`src/rtl/pattern_serializer_pkg.sv`:
```
`default_nettype none
// ============================================================================
//  Module   : pattern_serializer_pkg
//  Brief    : State encoding, default window lengths and sizing helpers shared
//             by the pattern serializer and its bench.
//  Revision : 1.0
// ============================================================================
package pattern_serializer_pkg;

    typedef enum logic [1:0] {
        ST_IDLE  = 2'd0,
        ST_DRIVE = 2'd1,
        ST_GAP   = 2'd2,
        ST_DONE  = 2'd3
    } state_e;

    localparam int         c_HOLD_CYCLES_DFLT = 16;
    localparam int         c_GAP_CYCLES_DFLT  = 4;
    localparam logic [2:0] c_BIT_IDX_MSB      = 3'd7;

    function automatic int max_int(input int a, input int b);
        return (a > b) ? a : b;
    endfunction

    function automatic int phase_width(input int hold, input int gap);
        return $clog2(max_int(hold, gap)) + 1;
    endfunction

endpackage
`default_nettype wire

```
`src/rtl/pattern_serializer_phase_timer.sv`:
```
`default_nettype none
// ============================================================================
//  Module   : phase_timer
//  Brief    : Loadable down-counter that parks at zero; o_tc flags zero.
//  Revision : 1.0
// ============================================================================
module phase_timer #(
    parameter int WIDTH = 5
) (
    input  logic             clk,
    input  logic             reset,
    input  logic             i_load,
    input  logic [WIDTH-1:0] i_load_val,
    output logic             o_tc
);

    localparam logic [WIDTH-1:0] c_ONE = WIDTH'(1);

    logic [WIDTH-1:0] r_count_q;
    logic [WIDTH-1:0] w_count_d;

    always_comb begin
        w_count_d = r_count_q;
        if (i_load) begin
            w_count_d = i_load_val;
        end else if (r_count_q != '0) begin
            w_count_d = r_count_q - c_ONE;
        end
    end

    always_ff @(posedge clk) begin
        if (!reset) begin
            r_count_q <= '0;
        end else begin
            r_count_q <= w_count_d;
        end
    end

    assign o_tc = (r_count_q == '0);

endmodule
`default_nettype wire

```
`src/rtl/pattern_serializer.sv`:
```
`default_nettype none
// ============================================================================
//  Module   : pattern_serializer
//  Brief    : Shifts an 8-bit word out MSB first, each bit framed by a HOLD
//             window (read_out high) and a GAP window (read_out low).
//  Revision : 1.0
// ============================================================================
module pattern_serializer
    import pattern_serializer_pkg::*;
#(
    parameter int HOLD_CYCLES = c_HOLD_CYCLES_DFLT,
    parameter int GAP_CYCLES  = c_GAP_CYCLES_DFLT
) (
    input  logic       clk,
    input  logic       reset,
    input  logic       start,
    input  logic [7:0] data_in,
    output logic       bit_out,
    output logic       read_out,
    output logic       busy,
    output logic       done,
    output logic [2:0] bit_idx
);

    localparam int                   c_PHASE_W   = phase_width(HOLD_CYCLES, GAP_CYCLES);
    localparam logic [c_PHASE_W-1:0] c_HOLD_LOAD = c_PHASE_W'(HOLD_CYCLES - 1);
    localparam logic [c_PHASE_W-1:0] c_GAP_LOAD  = c_PHASE_W'(GAP_CYCLES - 1);

    state_e               r_state_q,    w_state_d;
    logic [7:0]           r_shift_q,    w_shift_d;
    logic [2:0]           r_bit_idx_q,  w_bit_idx_d;
    logic                 r_bit_out_q,  w_bit_out_d;
    logic                 r_read_out_q, w_read_out_d;
    logic                 r_busy_q,     w_busy_d;
    logic                 r_done_q,     w_done_d;
    logic                 w_load;
    logic [c_PHASE_W-1:0] w_load_val;
    logic                 w_tc;

    phase_timer #(
        .WIDTH (c_PHASE_W)
    ) u_phase_timer (
        .clk        (clk),
        .reset      (reset),
        .i_load     (w_load),
        .i_load_val (w_load_val),
        .o_tc       (w_tc)
    );

    always_comb begin
        w_state_d   = r_state_q;
        w_shift_d   = r_shift_q;
        w_bit_idx_d = r_bit_idx_q;
        w_load      = 1'b0;
        w_load_val  = c_HOLD_LOAD;

        case (r_state_q)
            ST_IDLE: begin
                if (start) begin
                    w_state_d   = ST_DRIVE;
                    w_shift_d   = data_in;
                    w_bit_idx_d = c_BIT_IDX_MSB;
                    w_load      = 1'b1;
                end
            end
            ST_DRIVE: begin
                if (w_tc) begin
                    w_state_d  = ST_GAP;
                    w_load     = 1'b1;
                    w_load_val = c_GAP_LOAD;
                end
            end
            ST_GAP: begin
                if (w_tc) begin
                    if (r_bit_idx_q == 3'd0) begin
                        w_state_d = ST_DONE;
                    end else begin
                        w_state_d   = ST_DRIVE;
                        w_bit_idx_d = r_bit_idx_q - 3'd1;
                        w_shift_d   = {r_shift_q[6:0], 1'b0};
                        w_load      = 1'b1;
                    end
                end
            end
            ST_DONE: begin
                w_state_d   = ST_IDLE;
                w_shift_d   = '0;
                w_bit_idx_d = c_BIT_IDX_MSB;
            end
            default: begin
                w_state_d = ST_IDLE;
            end
        endcase

        // Outputs are decoded from the next state and registered, so the
        // strobe leaving the block is a flop output with no decode glitches.
        w_read_out_d = (w_state_d == ST_DRIVE);
        w_busy_d     = (w_state_d == ST_DRIVE) || (w_state_d == ST_GAP);
        w_done_d     = (w_state_d == ST_DONE);
        w_bit_out_d  = w_busy_d & w_shift_d[7];
    end

    always_ff @(posedge clk) begin
        if (!reset) begin
            r_state_q    <= ST_IDLE;
            r_shift_q    <= '0;
            r_bit_idx_q  <= c_BIT_IDX_MSB;
            r_bit_out_q  <= 1'b0;
            r_read_out_q <= 1'b0;
            r_busy_q     <= 1'b0;
            r_done_q     <= 1'b0;
        end else begin
            r_state_q    <= w_state_d;
            r_shift_q    <= w_shift_d;
            r_bit_idx_q  <= w_bit_idx_d;
            r_bit_out_q  <= w_bit_out_d;
            r_read_out_q <= w_read_out_d;
            r_busy_q     <= w_busy_d;
            r_done_q     <= w_done_d;
        end
    end

    assign bit_out  = r_bit_out_q;
    assign read_out = r_read_out_q;
    assign busy     = r_busy_q;
    assign done     = r_done_q;
    assign bit_idx  = r_bit_idx_q;

endmodule
`default_nettype wire
```
`config.mk`:
```
export PLATFORM = sky130hd
export DESIGN_NAME = pattern_serializer
export DESIGN_NICKNAME = d
export VERILOG_FILES = /design/src/rtl/pattern_serializer_pkg.sv /design/src/rtl/pattern_serializer_phase_timer.sv /design/src/rtl/pattern_serializer.sv
export SDC_FILE = /design/constraint.sdc
export NUM_CORES = 1
export LEC_CHECK = 0
export BUFFER_PORTS_ARGS = -buffer_cell sky130_fd_sc_hd__buf_2
export CORE_MARGIN = 2
export CORE_UTILIZATION = 54
export CTS_CLUSTER_DIAMETER = 50
export DETAILED_ROUTE_END_ITERATION = 7
export GPL_TIMING_DRIVEN = 0
export PLACE_DENSITY = 0.86
export SLEW_MARGIN = 20
export SYNTH_ARGS = -nofsm -noshare
export SYNTH_HDL_FRONTEND = slang
export SYNTH_SLANG_ARGS = --single-unit
```
`constraint.sdc`:
```
create_clock -name clk -period 2.8 [get_ports clk]
set_input_delay 0.42 -clock clk [delete_from_list [all_inputs] [get_ports clk]]
set_output_delay 0.42 -clock clk [all_outputs]
set_load 0.02 [all_outputs]
```
# Yosys cells after proc, flatten, opt, wreduce, memory -nomap -nowiden
# Index checks and enable logic that the tools add are counted.
# word_totals
ff_bits,22
output_inout_bits,7
# op_classes
addsub,2
n_reduce_logical,8
muxes,22
n_eq_ne,9
bitwise,1
# ops
operator,count
$mux W8,3
$pmux W8 S3,1
$mux W5,2
$mux W3,3
$pmux W3 S3,1
$eq A2 B2 Y1 const B,4
$mux W2,4
$mux W4,2
$pmux W2 S4,1
$logic_not A5 Y1,1
$reduce_bool A5 Y1,1
$sub A5 B1 Y5 const B,1
$eq A2 B1 Y1 const B,2
$mux W1,4
$ne A2 B2 Y1 const B,2
$reduce_and A4 Y1,1
$logic_not A3 Y1,1
$pmux W1 S3,1
$reduce_bool A3 Y1,1
$sub A3 B1 Y3 const B,1
$logic_not A2 Y1,1
$ne A2 B1 Y1 const B,1
$reduce_bool A2 Y1,1
$and A1 B1 Y1,1
$logic_or A1 B1 Y1,1

# Depth between registers and ports, before layout
# logic_depth
word_depth,7
ltp_mapped,8
depth_no_buf,8

# By module
# From an unflattened synthesis, not the netlist that was laid out.
# hier_totals
cells_unflattened,128
hier_area_um2,1191.1
# modules_own_cells
mod,n_inst,seq_area_each_um2,cells_each,area_per_inst_um2
pattern_serializer,1,340.3,94,890.9
phase_timer,1,100.1,34,300.3

# Least setup slack after synthesis
# OpenSTA, ideal clock, no wires.
# synth_timing
path_kind,register to register
from,register u_phase_timer.r_count_q[0]
to,"register r_bit_out_q, in the netlist bit_out"
path_stages_with_launch,9
period_less_slack_ns,2.199
path_slack_ns,0.601
t_arrival_ns,2.124
setup_ns,0.076
t_required_ns,2.724
n_path_buf,0
cell_sequence,dfxtp_1 > inv_1 > ha_1 > nor4b_2 > a21oi_1 > o32ai_1 > ha_1 > nor2_1 > a21boi_0
# synth_via
elab_chain_len,6
elab_cells_between_ends,10
cone_classes,eq/ne: 2; mux: 5; bitwise: 1; reduce/logical: 2
# synth_lines
element,line_no,rtl
"start, declared",pattern_serializer_phase_timer.sv:19,logic [WIDTH-1:0] r_count_q;
"start signal, assigned",pattern_serializer_phase_timer.sv:35,r_count_q <= w_count_d;
$logic_not A5 Y1 (*),pattern_serializer_phase_timer.sv:39,assign o_tc = (r_count_q == '0);
"$mux W2, on equally long branches","pattern_serializer.sv:74, pattern_serializer.sv:67",
$pmux W2 S4,pattern_serializer.sv:57,case (r_state_q)
$eq A2 B1 Y1 / $eq A2 B2 Y1 (equally long branches),pattern_serializer.sv:98,w_busy_d = (w_state_d == ST_DRIVE) || (w_state_d == ST_GAP);
$logic_or A1 B1 Y1,pattern_serializer.sv:98,
$and A1 B1 Y1 (*),pattern_serializer.sv:100,w_bit_out_d = w_busy_d & w_shift_d[7];
"end signal, assigned",pattern_serializer.sv:116,r_bit_out_q <= w_bit_out_d;
"end, declared",pattern_serializer.sv:32,"logic r_bit_out_q, w_bit_out_d;"
# Mark *: on every way between the ends. The rest lies on a longest branch, timed or not. The select of a mux whose other input is x is not followed.
# A chain may end at the register's enable or synchronous reset.

# Worst setup path in the final report
# Same ends and word-level chain as after synthesis.

==> results_dict.tcl <==
set metrics [dict create \
    status "complete, no violations" \
    postRouteAntennaNets 0 \
    die_x_um 49.8 \
    min_path_type "in -> reg" \
    nNetsFinal 163 \
    drtIter0Drc 19 \
    fin_cells 168 \
    synth_top_area_frac 0.388 \
    crit_arrival_ns 2.58 \
    hold_viol_final 0 \
    ys_seq_area_frac 0.388 \
    irDropWorstVdd_v 0.000623 \
    root_buffer "clkbuf_4" \
    drc_errors 0 \
    grt_max_degree 14 \
    die_height_um 49.8 \
    synthFlopType "dfxtp_1" \
    fillers 157 \
    fin_skew_ns 0.00649 \
    cts_buffer_depth 2 \
    fmax_mhz 428 \
    cts.sinks 22 \
    port_buffers 17 \
    io_pins 18 \
    setup_viol 0 \
    grt_pass1_vias 915 \
    regArea_sq_um 440 \
    cts_tree "done" \
    tns_ns 0 \
    synth-seq-cells 22 \
    postPlaceCellArea_sq_mm 0.00125 \
    wl_um 2110 \
    place.gp.congestion 0.876 \
    synth.most_common_cell "dfxtp_1" \
    rsz0062_at_grt "false" \
    ys_top_cells_by_count "dfxtp_1, a21oi_1, ha_1, inv_1" \
    grt_first_pass_wirelength_um 3750 \
    yosysTopAreaCell "dfxtp_1" \
    startpoint_type "flop" \
    cts_buffers 3 \
    dr_total_vias 955 \
    synthCells 120 \
    synth_edf_count 0 \
    p_per_area_mw_per_mm2 757 \
    synth_cell_types 32 \
    cts.reportedPaths.clkPinSlew_ns 0.12 \
    dpl.hpwl_um 1560 \
    htree_levels 1 \
    relSlewSlack 0.607 \
    slew_violations 0 \
    required_ns 3.05 \
    overflow 0 \
    endpoint_kind "flop" \
    final_layout_size_suffix_gt1_frac 0.206 \
    cp_max_fo 9 \
    dieArea_sq_mm 0.00248 \
    drt-pass1-iter-count 4 \
    n_antenna_cell 0 \
    yosys_warnings 0 \
    power.leakage_nw 0.608 \
    max_slew.worst_pin.slew_ns 0.584 \
    multi_input_area_sq_um 662 \
    grt.total_usage 0.194 \
    maxCapViolCount 0 \
    hold_buffers 0 \
    worstSetupPathType "reg -> reg" \
    rows 16 \
    finalPower_mw 0.996 \
    area_growth_pct 15.9 \
    vias_per_cell 5.68 \
    syn_nets 141 \
    clk-insertion-delay-late_ns 0.31 \
    synth_async_sr_flop_share 0 \
    syn_area_sq_mm 0.00113 \
    coreArea_sq_mm 0.00198 \
    antenna_found_initial 0 \
    wl_per_cell_um 12.5 \
    initial_core_util 0.573 \
    dpl.cell_count 164 \
    period_minus_slack_ns 2.34 \
    syn_avg_cell_area_sq_um 9.46 \
    synth_area_leaders "dfxtp_1, ha_1, a221o_1" \
    min_period_over_period 0.834 \
    design_area_sq_mm 0.00132 \
]
==> worst paths after layout <==
check                           cells after the start                       start  slack (ns)            to
worst max-delay path                                8  u_phase_timer.r_count_q[0]        0.46       bit_out
worst min-delay path                                2                  data_in[5]        0.33  r_shift_q[5]
worst max register to register                      8  u_phase_timer.r_count_q[0]        0.46       bit_out
worst min register to register                      1                r_shift_q[0]        0.48  r_shift_q[0]
==> sequential cells by signal (all words and copies together) (netlist names) <==
signal / flops
u_phase_timer.r_count_q: 5
bit_out: 1
busy: 1
bit_idx: 3
r_state_q: 2
read_out: 1
r_shift_q: 8
done: 1
==> metal layers <==
| metal | share of wire | GRT usage |
|---|---|---|
| met2 | 0.47 | 0.320 |
| met3 | 0.047 | 0.0636 |
| met5 | 0 | 0 |
| met1 | 0.48 | 0.239 |
| met4 | 0.0062 | 0.0556 |
==> through the flow <==
| step | util | setup slack, ns | hold slack, ns |
|---|---|---|---|
| 2_1_floorplan | - | 0.601 | 0.434 |
| 3_3_place_gp | 0.633 | 0.266 | 0.448 |
| 5_1_grt | 0.664 | 0.196 | 0.313 |
| 3_5_place_dp | 0.633 | 0.253 | 0.455 |
| 4_1_cts | 0.659 | 0.238 | 0.322 |
| 6_report | 0.664 | 0.464 | 0.328 |
==> cell type report <==
cell class,count,share of cell area
buffer,1,0.00285
clock buffer,3,0.0171
clock inverter,1,0.0228
inverter,10,0.0285
multi-input combinational,87,0.503
sequential,22,0.335
tap,27,0.0257
timing repair buffer,17,0.0647
==> cells in the final DEF, fill, tap and decap left out <==
master      n
a211oi_1    2
nor3_1      1
inv_1      10
a31o_2      2
and2_1      4
nand2b_1    2
xnor2_1     3
or4b_4      1
dfxtp_1    22
and3_1      8
nor2_1      8
ha_1       10
nor4b_4     1
o2111a_4    1
nor2b_1     3
a22o_1      1
o21a_1      4
a21boi_0    2
nor3_4      1
o32ai_1     1
a21oi_1    10
a32oi_1     1
nand4_1     1
o32a_1      1
nand3_1     1
or2_2       1
o21ai_2     1
o21ai_0     4
clkbuf_1    1
clkbuf_4    3
a31oi_1     1
a221o_1     6
bufinv_16   1
buf_2      17
nand2_1     5
==> critical path: stages, from the launching register on <==
cell	delay, ns
dfxtp_1	0.34
inv_1	0.06
ha_1	0.21
nor4b_4	0.46
a21oi_1	0.18
o32ai_1	0.41
ha_1	0.31
nor2_1	0.13
a21boi_0	0.17
==> report_power, final <==
part           leakage (nW)  internal (mW)  total (mW)  switching, mW
clock                0.0279          0.145       0.237         0.0919
sequential            0.180          0.368       0.409         0.0416
combinational         0.400          0.158       0.350          0.192
total                 0.608          0.670       0.996          0.325
==> what timing repair did <==
| action | in CTS | in global routing |
|---|---|---|
| buffers inserted | 0 | 0 |
| setup endpoints to repair | 0 | 1 |
| gates resized for setup | 0 | 1 |
==> kinds of logic (layout without fill, tap and decap cells) <==
kind of cell,Yosys count,after routing,share of synthesized area
and+or+nand+nor,37,37,0.196
xor gates and xnor gates,3,3,0.0232
DFF,22,22,0.388
buffers and inverters,11,32,0.0364
adders and majority gates,10,10,0.110
AOI/OAI and AO/OA,37,37,0.246
(Power assumes the default switching activity.)
